[config.mk]
export PLATFORM = sky130hd
export DESIGN_NAME = perf_fpga_bench_scheduler
export DESIGN_NICKNAME = d
export VERILOG_FILES = /design/src/rtl/lynxTypes.sv /design/src/rtl/perf_fpga_bench_channel.sv /design/src/rtl/perf_fpga_bench_scheduler.sv
export SDC_FILE = /design/constraint.sdc
export NUM_CORES = 1
export LEC_CHECK = 0
export ABC_AREA = 0
export BUFFER_PORTS_ARGS = -buffer_cell sky130_fd_sc_hd__buf_2
export CAP_MARGIN = 20
export CORE_MARGIN = 10
export CORE_UTILIZATION = 40
export CTS_BUF_LIST = sky130_fd_sc_hd__clkbuf_4
export CTS_CLUSTER_DIAMETER = 50
export DETAILED_ROUTE_END_ITERATION = 7
export HOLD_SLACK_MARGIN = 0.03
export RECOVER_POWER = 25
export SLEW_MARGIN = 10
export SYNTH_ARGS = -nofsm -noshare
export SYNTH_HDL_FRONTEND = slang
export SYNTH_SLANG_ARGS = --single-unit
[constraint.sdc]
create_clock -name aclk -period 9.36 [get_ports aclk]
set_input_delay 1.872 -clock aclk [delete_from_list [all_inputs] [get_ports aclk]]
set_output_delay 1.872 -clock aclk [all_outputs]
set_load 0.02 [all_outputs]
[src/rtl/lynxTypes.sv]
// Shared widths and helpers for the benchmark request scheduler.
//   LEN_BITS   - request length width
//   VADDR_BITS - virtual address width
//   PID_BITS   - process id width
//   CNT_BITS   - width of repetition / completion counters
package lynxTypes;

  localparam int LEN_BITS   = 28;
  localparam int VADDR_BITS = 48;
  localparam int PID_BITS   = 6;
  localparam int CNT_BITS   = 32;

  function automatic logic [CNT_BITS-1:0] min_cnt(input logic [CNT_BITS-1:0] a,
                                                  input logic [CNT_BITS-1:0] b);
    return (a < b) ? a : b;
  endfunction

endpackage

[src/rtl/perf_fpga_bench_channel.sv]
// One request channel of the benchmark scheduler: tracks issued requests,
// outstanding requests and completions, and drives the request valid.
// Ports:
//   aclk, aresetn     - clock, asynchronous active-low reset
//   clear             - synchronous clear of all counters (soft reset or new run)
//   enable            - channel is active in the current run
//   n_reps            - number of requests to issue this run
//   req_valid/ready   - request handshake
//   req_last          - current request is the final one of the run
//   cmpl              - one-cycle completion pulse
//   cmpl_count        - completions counted so far
//   all_done_next     - completion count reaches n_reps after this cycle
module perf_fpga_bench_channel
  import lynxTypes::*;
#(
  parameter int MAX_OUTSTANDING = 16
) (
  input  logic                aclk,
  input  logic                aresetn,
  input  logic                clear,
  input  logic                enable,
  input  logic [CNT_BITS-1:0] n_reps,
  output logic                req_valid,
  input  logic                req_ready,
  output logic                req_last,
  input  logic                cmpl,
  output logic [CNT_BITS-1:0] cmpl_count,
  output logic                all_done_next
);

  // One extra bit so the counter can hold MAX_OUTSTANDING itself.
  localparam int OUT_BITS = $clog2(MAX_OUTSTANDING) + 1;

  logic [CNT_BITS-1:0] issued_reg;
  logic [CNT_BITS-1:0] cmpl_reg;
  logic [OUT_BITS-1:0] outstanding_reg;
  logic                accept;
  logic                cmpl_hit;

  // Valid depends only on registered state, and the counters it depends on
  // only move on a handshake, so valid and payload cannot drop before ready.
  assign req_valid = enable && (issued_reg < n_reps) &&
                     (outstanding_reg < OUT_BITS'(MAX_OUTSTANDING));
  assign req_last  = req_valid && (issued_reg == n_reps - 1'b1);
  assign accept    = req_valid && req_ready;
  // Stray completions (nothing in flight, or channel idle) are dropped.
  assign cmpl_hit  = enable && cmpl && (outstanding_reg != '0);

  assign cmpl_count    = cmpl_reg;
  assign all_done_next = (cmpl_reg + {{(CNT_BITS-1){1'b0}}, cmpl_hit}) == n_reps;

  always_ff @(posedge aclk or negedge aresetn) begin
    if (!aresetn) begin
      issued_reg      <= '0;
      cmpl_reg        <= '0;
      outstanding_reg <= '0;
    end else if (clear) begin
      issued_reg      <= '0;
      cmpl_reg        <= '0;
      outstanding_reg <= '0;
    end else begin
      if (accept)   issued_reg <= issued_reg + 1'b1;
      if (cmpl_hit) cmpl_reg   <= cmpl_reg + 1'b1;
      case ({accept, cmpl_hit})
        2'b10:   outstanding_reg <= outstanding_reg + 1'b1;
        2'b01:   outstanding_reg <= outstanding_reg - 1'b1;
        default: outstanding_reg <= outstanding_reg;
      endcase
    end
  end

endmodule

[src/rtl/perf_fpga_bench_scheduler.sv]
// Benchmark request scheduler: on a start from the control registers it
// issues n_reps read and/or write requests, counts completions and measures
// the run duration in cycles.
// Ports:
//   aclk, aresetn                  - clock, asynchronous active-low reset
//   my_reset                    - synchronous soft clear
//   my_n_reps, my_req_ctrl   - run length and channel enables (start)
//   my_req_len_A/B, vaddr_A/B   - read (A) / write (B) request payload
//   my_req_pid                  - PID attached to every request
//   req_accepted                   - one-cycle pulse after a start is latched
//   my_done, my_timer        - completed repetitions, run cycles
//   rd_req_* / wr_req_*            - request handshake and payload
//   rd_cmpl / wr_cmpl              - completion pulses
module perf_fpga_bench_scheduler
  import lynxTypes::*;
#(
  parameter int MAX_OUTSTANDING = 16
) (
  input  logic                  aclk,
  input  logic                  aresetn,
  input  logic                  my_reset,
  input  logic [31:0]           my_n_reps,
  input  logic [1:0]            my_req_ctrl,
  input  logic [LEN_BITS-1:0]   my_req_len_A,
  input  logic [LEN_BITS-1:0]   my_req_len_B,
  input  logic [VADDR_BITS-1:0] my_req_vaddr_A,
  input  logic [VADDR_BITS-1:0] my_req_vaddr_B,
  input  logic [PID_BITS-1:0]   my_req_pid,
  output logic                  req_accepted,
  output logic [31:0]           my_done,
  output logic [63:0]           my_timer,
  output logic                  rd_req_valid,
  input  logic                  rd_req_ready,
  output logic [VADDR_BITS-1:0] rd_req_vaddr,
  output logic [LEN_BITS-1:0]   rd_req_len,
  output logic [PID_BITS-1:0]   rd_req_pid,
  output logic                  rd_req_last,
  input  logic                  rd_cmpl,
  output logic                  wr_req_valid,
  input  logic                  wr_req_ready,
  output logic [VADDR_BITS-1:0] wr_req_vaddr,
  output logic [LEN_BITS-1:0]   wr_req_len,
  output logic [PID_BITS-1:0]   wr_req_pid,
  output logic                  wr_req_last,
  input  logic                  wr_cmpl
);

  typedef enum logic [1:0] {ST_IDLE, ST_RUN, ST_DONE} state_t;

  state_t                state_reg, state_next;
  logic [1:0]            ctrl_reg;
  logic [CNT_BITS-1:0]   n_reps_reg;
  logic [LEN_BITS-1:0]   len_a_reg, len_b_reg;
  logic [VADDR_BITS-1:0] vaddr_a_reg, vaddr_b_reg;
  logic [PID_BITS-1:0]   pid_reg;
  logic                  req_accepted_reg;
  logic [63:0]           timer_reg;

  logic                  start;
  logic                  chan_clear;
  logic                  run_done_next;
  logic                  rd_enable, wr_enable;
  logic [CNT_BITS-1:0]   rd_cmpl_count, wr_cmpl_count;
  logic                  rd_done_next, wr_done_next;

  // Soft reset wins over a start presented in the same cycle.
  assign start      = (state_reg != ST_RUN) && (my_req_ctrl != 2'b00) && !my_reset;
  assign chan_clear = my_reset || start;
  assign rd_enable  = (state_reg == ST_RUN) && ctrl_reg[0];
  assign wr_enable  = (state_reg == ST_RUN) && ctrl_reg[1];

  // Uses the post-cycle completion counts so the timer stops exactly on the
  // cycle that samples the final completion.
  assign run_done_next = (!ctrl_reg[0] || rd_done_next) && (!ctrl_reg[1] || wr_done_next);

  always_ff @(posedge aclk or negedge aresetn) begin
    if (!aresetn) state_reg <= ST_IDLE;
    else          state_reg <= state_next;
  end

  always_comb begin
    state_next = state_reg;
    if (my_reset) begin
      state_next = ST_IDLE;
    end else begin
      case (state_reg)
        ST_IDLE, ST_DONE: if (start) state_next = ST_RUN;
        ST_RUN:           if (run_done_next) state_next = ST_DONE;
        default:          state_next = ST_IDLE;
      endcase
    end
  end

  always_ff @(posedge aclk or negedge aresetn) begin
    if (!aresetn) begin
      ctrl_reg         <= '0;
      n_reps_reg       <= '0;
      len_a_reg        <= '0;
      len_b_reg        <= '0;
      vaddr_a_reg      <= '0;
      vaddr_b_reg      <= '0;
      pid_reg          <= '0;
      req_accepted_reg <= 1'b0;
      timer_reg        <= '0;
    end else if (my_reset) begin
      ctrl_reg         <= '0;
      n_reps_reg       <= '0;
      len_a_reg        <= '0;
      len_b_reg        <= '0;
      vaddr_a_reg      <= '0;
      vaddr_b_reg      <= '0;
      pid_reg          <= '0;
      req_accepted_reg <= 1'b0;
      timer_reg        <= '0;
    end else begin
      req_accepted_reg <= start;
      if (start) begin
        ctrl_reg    <= my_req_ctrl;
        n_reps_reg  <= my_n_reps;
        len_a_reg   <= my_req_len_A;
        len_b_reg   <= my_req_len_B;
        vaddr_a_reg <= my_req_vaddr_A;
        vaddr_b_reg <= my_req_vaddr_B;
        pid_reg     <= my_req_pid;
        timer_reg   <= '0;
      end else if (state_reg == ST_RUN) begin
        timer_reg <= timer_reg + 64'd1;
      end
    end
  end

  perf_fpga_bench_channel #(.MAX_OUTSTANDING(MAX_OUTSTANDING)) u_rd_chan (
    .aclk          (aclk),
    .aresetn       (aresetn),
    .clear         (chan_clear),
    .enable        (rd_enable),
    .n_reps        (n_reps_reg),
    .req_valid     (rd_req_valid),
    .req_ready     (rd_req_ready),
    .req_last      (rd_req_last),
    .cmpl          (rd_cmpl),
    .cmpl_count    (rd_cmpl_count),
    .all_done_next (rd_done_next)
  );

  perf_fpga_bench_channel #(.MAX_OUTSTANDING(MAX_OUTSTANDING)) u_wr_chan (
    .aclk          (aclk),
    .aresetn       (aresetn),
    .clear         (chan_clear),
    .enable        (wr_enable),
    .n_reps        (n_reps_reg),
    .req_valid     (wr_req_valid),
    .req_ready     (wr_req_ready),
    .req_last      (wr_req_last),
    .cmpl          (wr_cmpl),
    .cmpl_count    (wr_cmpl_count),
    .all_done_next (wr_done_next)
  );

  // Completion counts are registered, so this reflects a completion on the
  // cycle after it was sampled; the counts hold in DONE.
  always_comb begin
    my_done = '0;
    case (ctrl_reg)
      2'b01:   my_done = rd_cmpl_count;
      2'b10:   my_done = wr_cmpl_count;
      2'b11:   my_done = min_cnt(rd_cmpl_count, wr_cmpl_count);
      default: my_done = '0;
    endcase
  end

  assign req_accepted = req_accepted_reg;
  assign my_timer  = timer_reg;
  assign rd_req_vaddr = vaddr_a_reg;
  assign rd_req_len   = len_a_reg;
  assign rd_req_pid   = pid_reg;
  assign wr_req_vaddr = vaddr_b_reg;
  assign wr_req_len   = len_b_reg;
  assign wr_req_pid   = pid_reg;

endmodule

==> results.json <==
{
  "fin_skew_ns": 0.0655,
  "p_comb_frac": 0.168,
  "max_freq_mhz": 141,
  "cts_setup_buffers": 0,
  "core-area_um2": 57500,
  "start_util": 0.402,
  "tns_ns": 0,
  "cts_buffers": 116,
  "cts.htree.levels": 3,
  "multi_input_area_um2": 12200,
  "syn_nets": 2757,
  "yosys.cell_types.count": 72,
  "finalWorstPathRequiredPeriod_ns": 7.11,
  "setup_violations": 0,
  "max_cap_viol_count": 4,
  "fin_nets": 3203,
  "drc": 0,
  "path_class": "reg2out",
  "clkTransAtPathRegs_ns": 0.06,
  "rrSetupSlack_ns": 3.42,
  "hold_ws_ns": 0.493,
  "clockBufferDepth": 3,
  "power.density_nw_per_um2": 155,
  "netlist.area_leader.share": 0.429,
  "post_cts_resized": 0,
  "cts_tree": "built",
  "register_area_um2": 9930,
  "num_vias": 21117,
  "cts.sink_count": 397,
  "cp_cell_sequence": "or4_4 -> nor4b_4 -> nand3_2 -> or3_1 -> nor3_4 -> mux2i_1 -> o211ai_1 -> or4_1 -> a2111oi_2 -> buf_2",
  "cp.arrival_ns": 5.24,
  "ys.flop_type": "dfrtp_1",
  "critPathLaunchType": "flip-flop",
  "ys_warn_count": 0,
  "ant_nets": 0,
  "grt_pass1_wl_um": 131000,
  "n_fill_cell": 5586,
  "drive_above_1_share": 0.233,
  "synth_edf_count": 0,
  "cp_data_required_time_ns": 7.49,
  "die_w_um": 260,
  "die_area_um2": 67900,
  "drt-initial-drc-count": 1510,
  "synth_xor_area_frac": 0.126,
  "p_switching_uw": 1360,
  "final_max_slew_viol_count": 243,
  "synthSimpleGateAreaFrac": 0.189,
  "port_buffers": 463,
  "synth_fa_ha_area_frac": 0.0618,
  "wl_per_cell_um": 23.1,
  "dieHeight_um": 260,
  "place_area_um2": 26000,
  "ios": 464,
  "power_frac_clock": 0.390,
  "worstSetupEndpointType": "output port",
  "dp_hpwl_um": 65700,
  "rows": 88,
  "antenna_found_initial": 16,
  "finalInstanceArea_um2": 27500,
  "synthArstFlopShare": 1.00,
  "maxSlewHeadroom": -1.41,
  "dr.pass1.iters": 8,
  "cp_slowest_cell": "or3_1",
  "synth_largest_area_cell": "dfrtp_1",
  "violations": "capacitance limit, slew limit",
  "hold_class": "reg2reg",
  "ir_drop_uv": 96.0,
  "grt_start_max_net_pins": 176,
  "first_global_vias": 21732,
  "status": "finished, violations left",
  "cp_slowest_stage_delay_ns": 0.61,
  "cts_root_buf": "clkbuf_4",
  "final.period_utilization": 0.760,
  "syn_area_um2": 23100,
  "grt.overflow.total": 0,
  "synth_area_leaders": "dfrtp_1, xnor2_1, a22o_1",
  "synth_top_family_by_area": "simple AND/OR/NAND/NOR gates",
  "routed_wl_um": 86600,
  "worstPathMaxFanout": 10,
  "syn_avg_cell_area_um2": 9.46,
  "worstSkewPairLatency_ns": 0.91,
  "p_int_uw": 2900,
  "ys_seq_area_frac": 0.429,
  "viasPerCell": 5.64,
  "hold_buffers": 0,
  "rsz0062_at_grt": "false",
  "muxShareOfSynthArea": 0.00654,
  "power_uw": 4250,
  "syn2layout_area_growth_pct": 18.7,
  "worstMarginPinSlew_ns": 3.61,
  "final_hold_viol_count": 0,
  "p_leak_uw": 0.0128,
  "seq_power_share": 0.442,
  "p_sw_frac": 0.319,
  "ys_ff_latch": 397,
  "synth_cells": 2445,
  "grt_usage": 0.250,
  "synth-compound-area-share": 0.146,
  "largest_reg_flops": 64,
  "place_congestion": 0.979
}
metal layers:
layer	global-route usage	vias up	share of wire
met2	0.406	882	0.48
met5	0	-	0.00062
met4	0.100	10	0.032
li1	-	9652	-
met1	0.318	10383	0.41
met3	0.0554	190	0.076
cell usage in the layout, fill, tap and decap left out, types with 16 or more instances in the layout:
| cell type | n |
|---|---|
| a21o_1 | 35 |
| a21oi_1 | 71 |
| a22o_1 | 192 |
| and3_1 | 27 |
| buf_2 | 461 |
| clkbuf_4 | 172 |
| clkinv_1 | 16 |
| dfrtp_1 | 397 |
| ha_1 | 111 |
| inv_1 | 94 |
| nand2_1 | 173 |
| nand3_1 | 88 |
| nand4_1 | 84 |
| nor2_1 | 238 |
| nor3_1 | 60 |
| nor4_1 | 52 |
| o21ai_0 | 103 |
| or3_1 | 48 |
| xnor2_1 | 227 |
| xor2_1 | 103 |
through the flow:
step	utilization	std cells	worst slack (ns)
after floorplan	-	2445	3.93
after global placement	0.452	3537	3.22
after detailed placement	0.452	3537	3.19
after CTS	0.478	3737	2.16
after global routing	0.478	3746	1.81
final	0.478	3746	2.25
cell families after synthesis:
kind of cell	after synthesis
simple gates	867
compound gates	471
flops	397
xor+xnor	331
buf+inv	251
fa+ha+maj	113
mux	15
cells in the mapped netlist (12+ instances only):
master	number
o21ai_0	102
nor3_1	61
mux2i_1	14
or3_1	48
nand3_1	88
a21o_1	35
nor2b_1	12
xnor2_1	227
clkbuf_1	137
a22o_1	192
nor2_1	240
inv_1	94
nand4_1	84
xor2_1	103
and3_1	27
ha_1	111
nor4_1	53
dfrtp_1	397
a21oi_1	72
nand2_1	173
critical path, delay by kind of cell (launching register included):
kind / cells / cell delay, ns
AOI/OAI and AO/OA: 2 / 0.58
buffers and inverters: 1 / 0.28
DFF: 1 / 0.51
muxes: 1 / 0.23
and+or+nand+nor: 6 / 2.72
power groups by stage:
stage	registers, uW	logic (uW)	clock network (uW)
floorplan	1940	381	0
global placement	1910	709	0
detailed placement	1910	718	0
CTS	1880	717	1720
global route	1890	774	1810
finish	1880	715	1660
path summary, 6_finish.rpt:
kind | start | endpoint | cells past startpoint
setup / recovery | n_reps_reg[5] | wr_req_last | 10
hold / removal | wr_req_len[27] | wr_req_len[27] | 1
setup reg to reg | state_reg[0] | rd_req_vaddr[19] | 7
hold reg to reg | wr_req_len[27] | wr_req_len[27] | 1
max in group asynchronous | aresetn | my_timer[55] | 2
min in group asynchronous | aresetn | u_rd_chan.cmpl_count[16] | 1
cell type report:
type                    instances  share of cell area
repair buffers                483              0.0901
flip-flops and latches        397               0.362
diodes                          8            0.000729
inverters                      96              0.0131
multi-input cells            1797               0.446
clock inverters                28             0.00606
well taps                     765              0.0349
clock buffers                 172              0.0470
(Power assumes the default switching activity.)
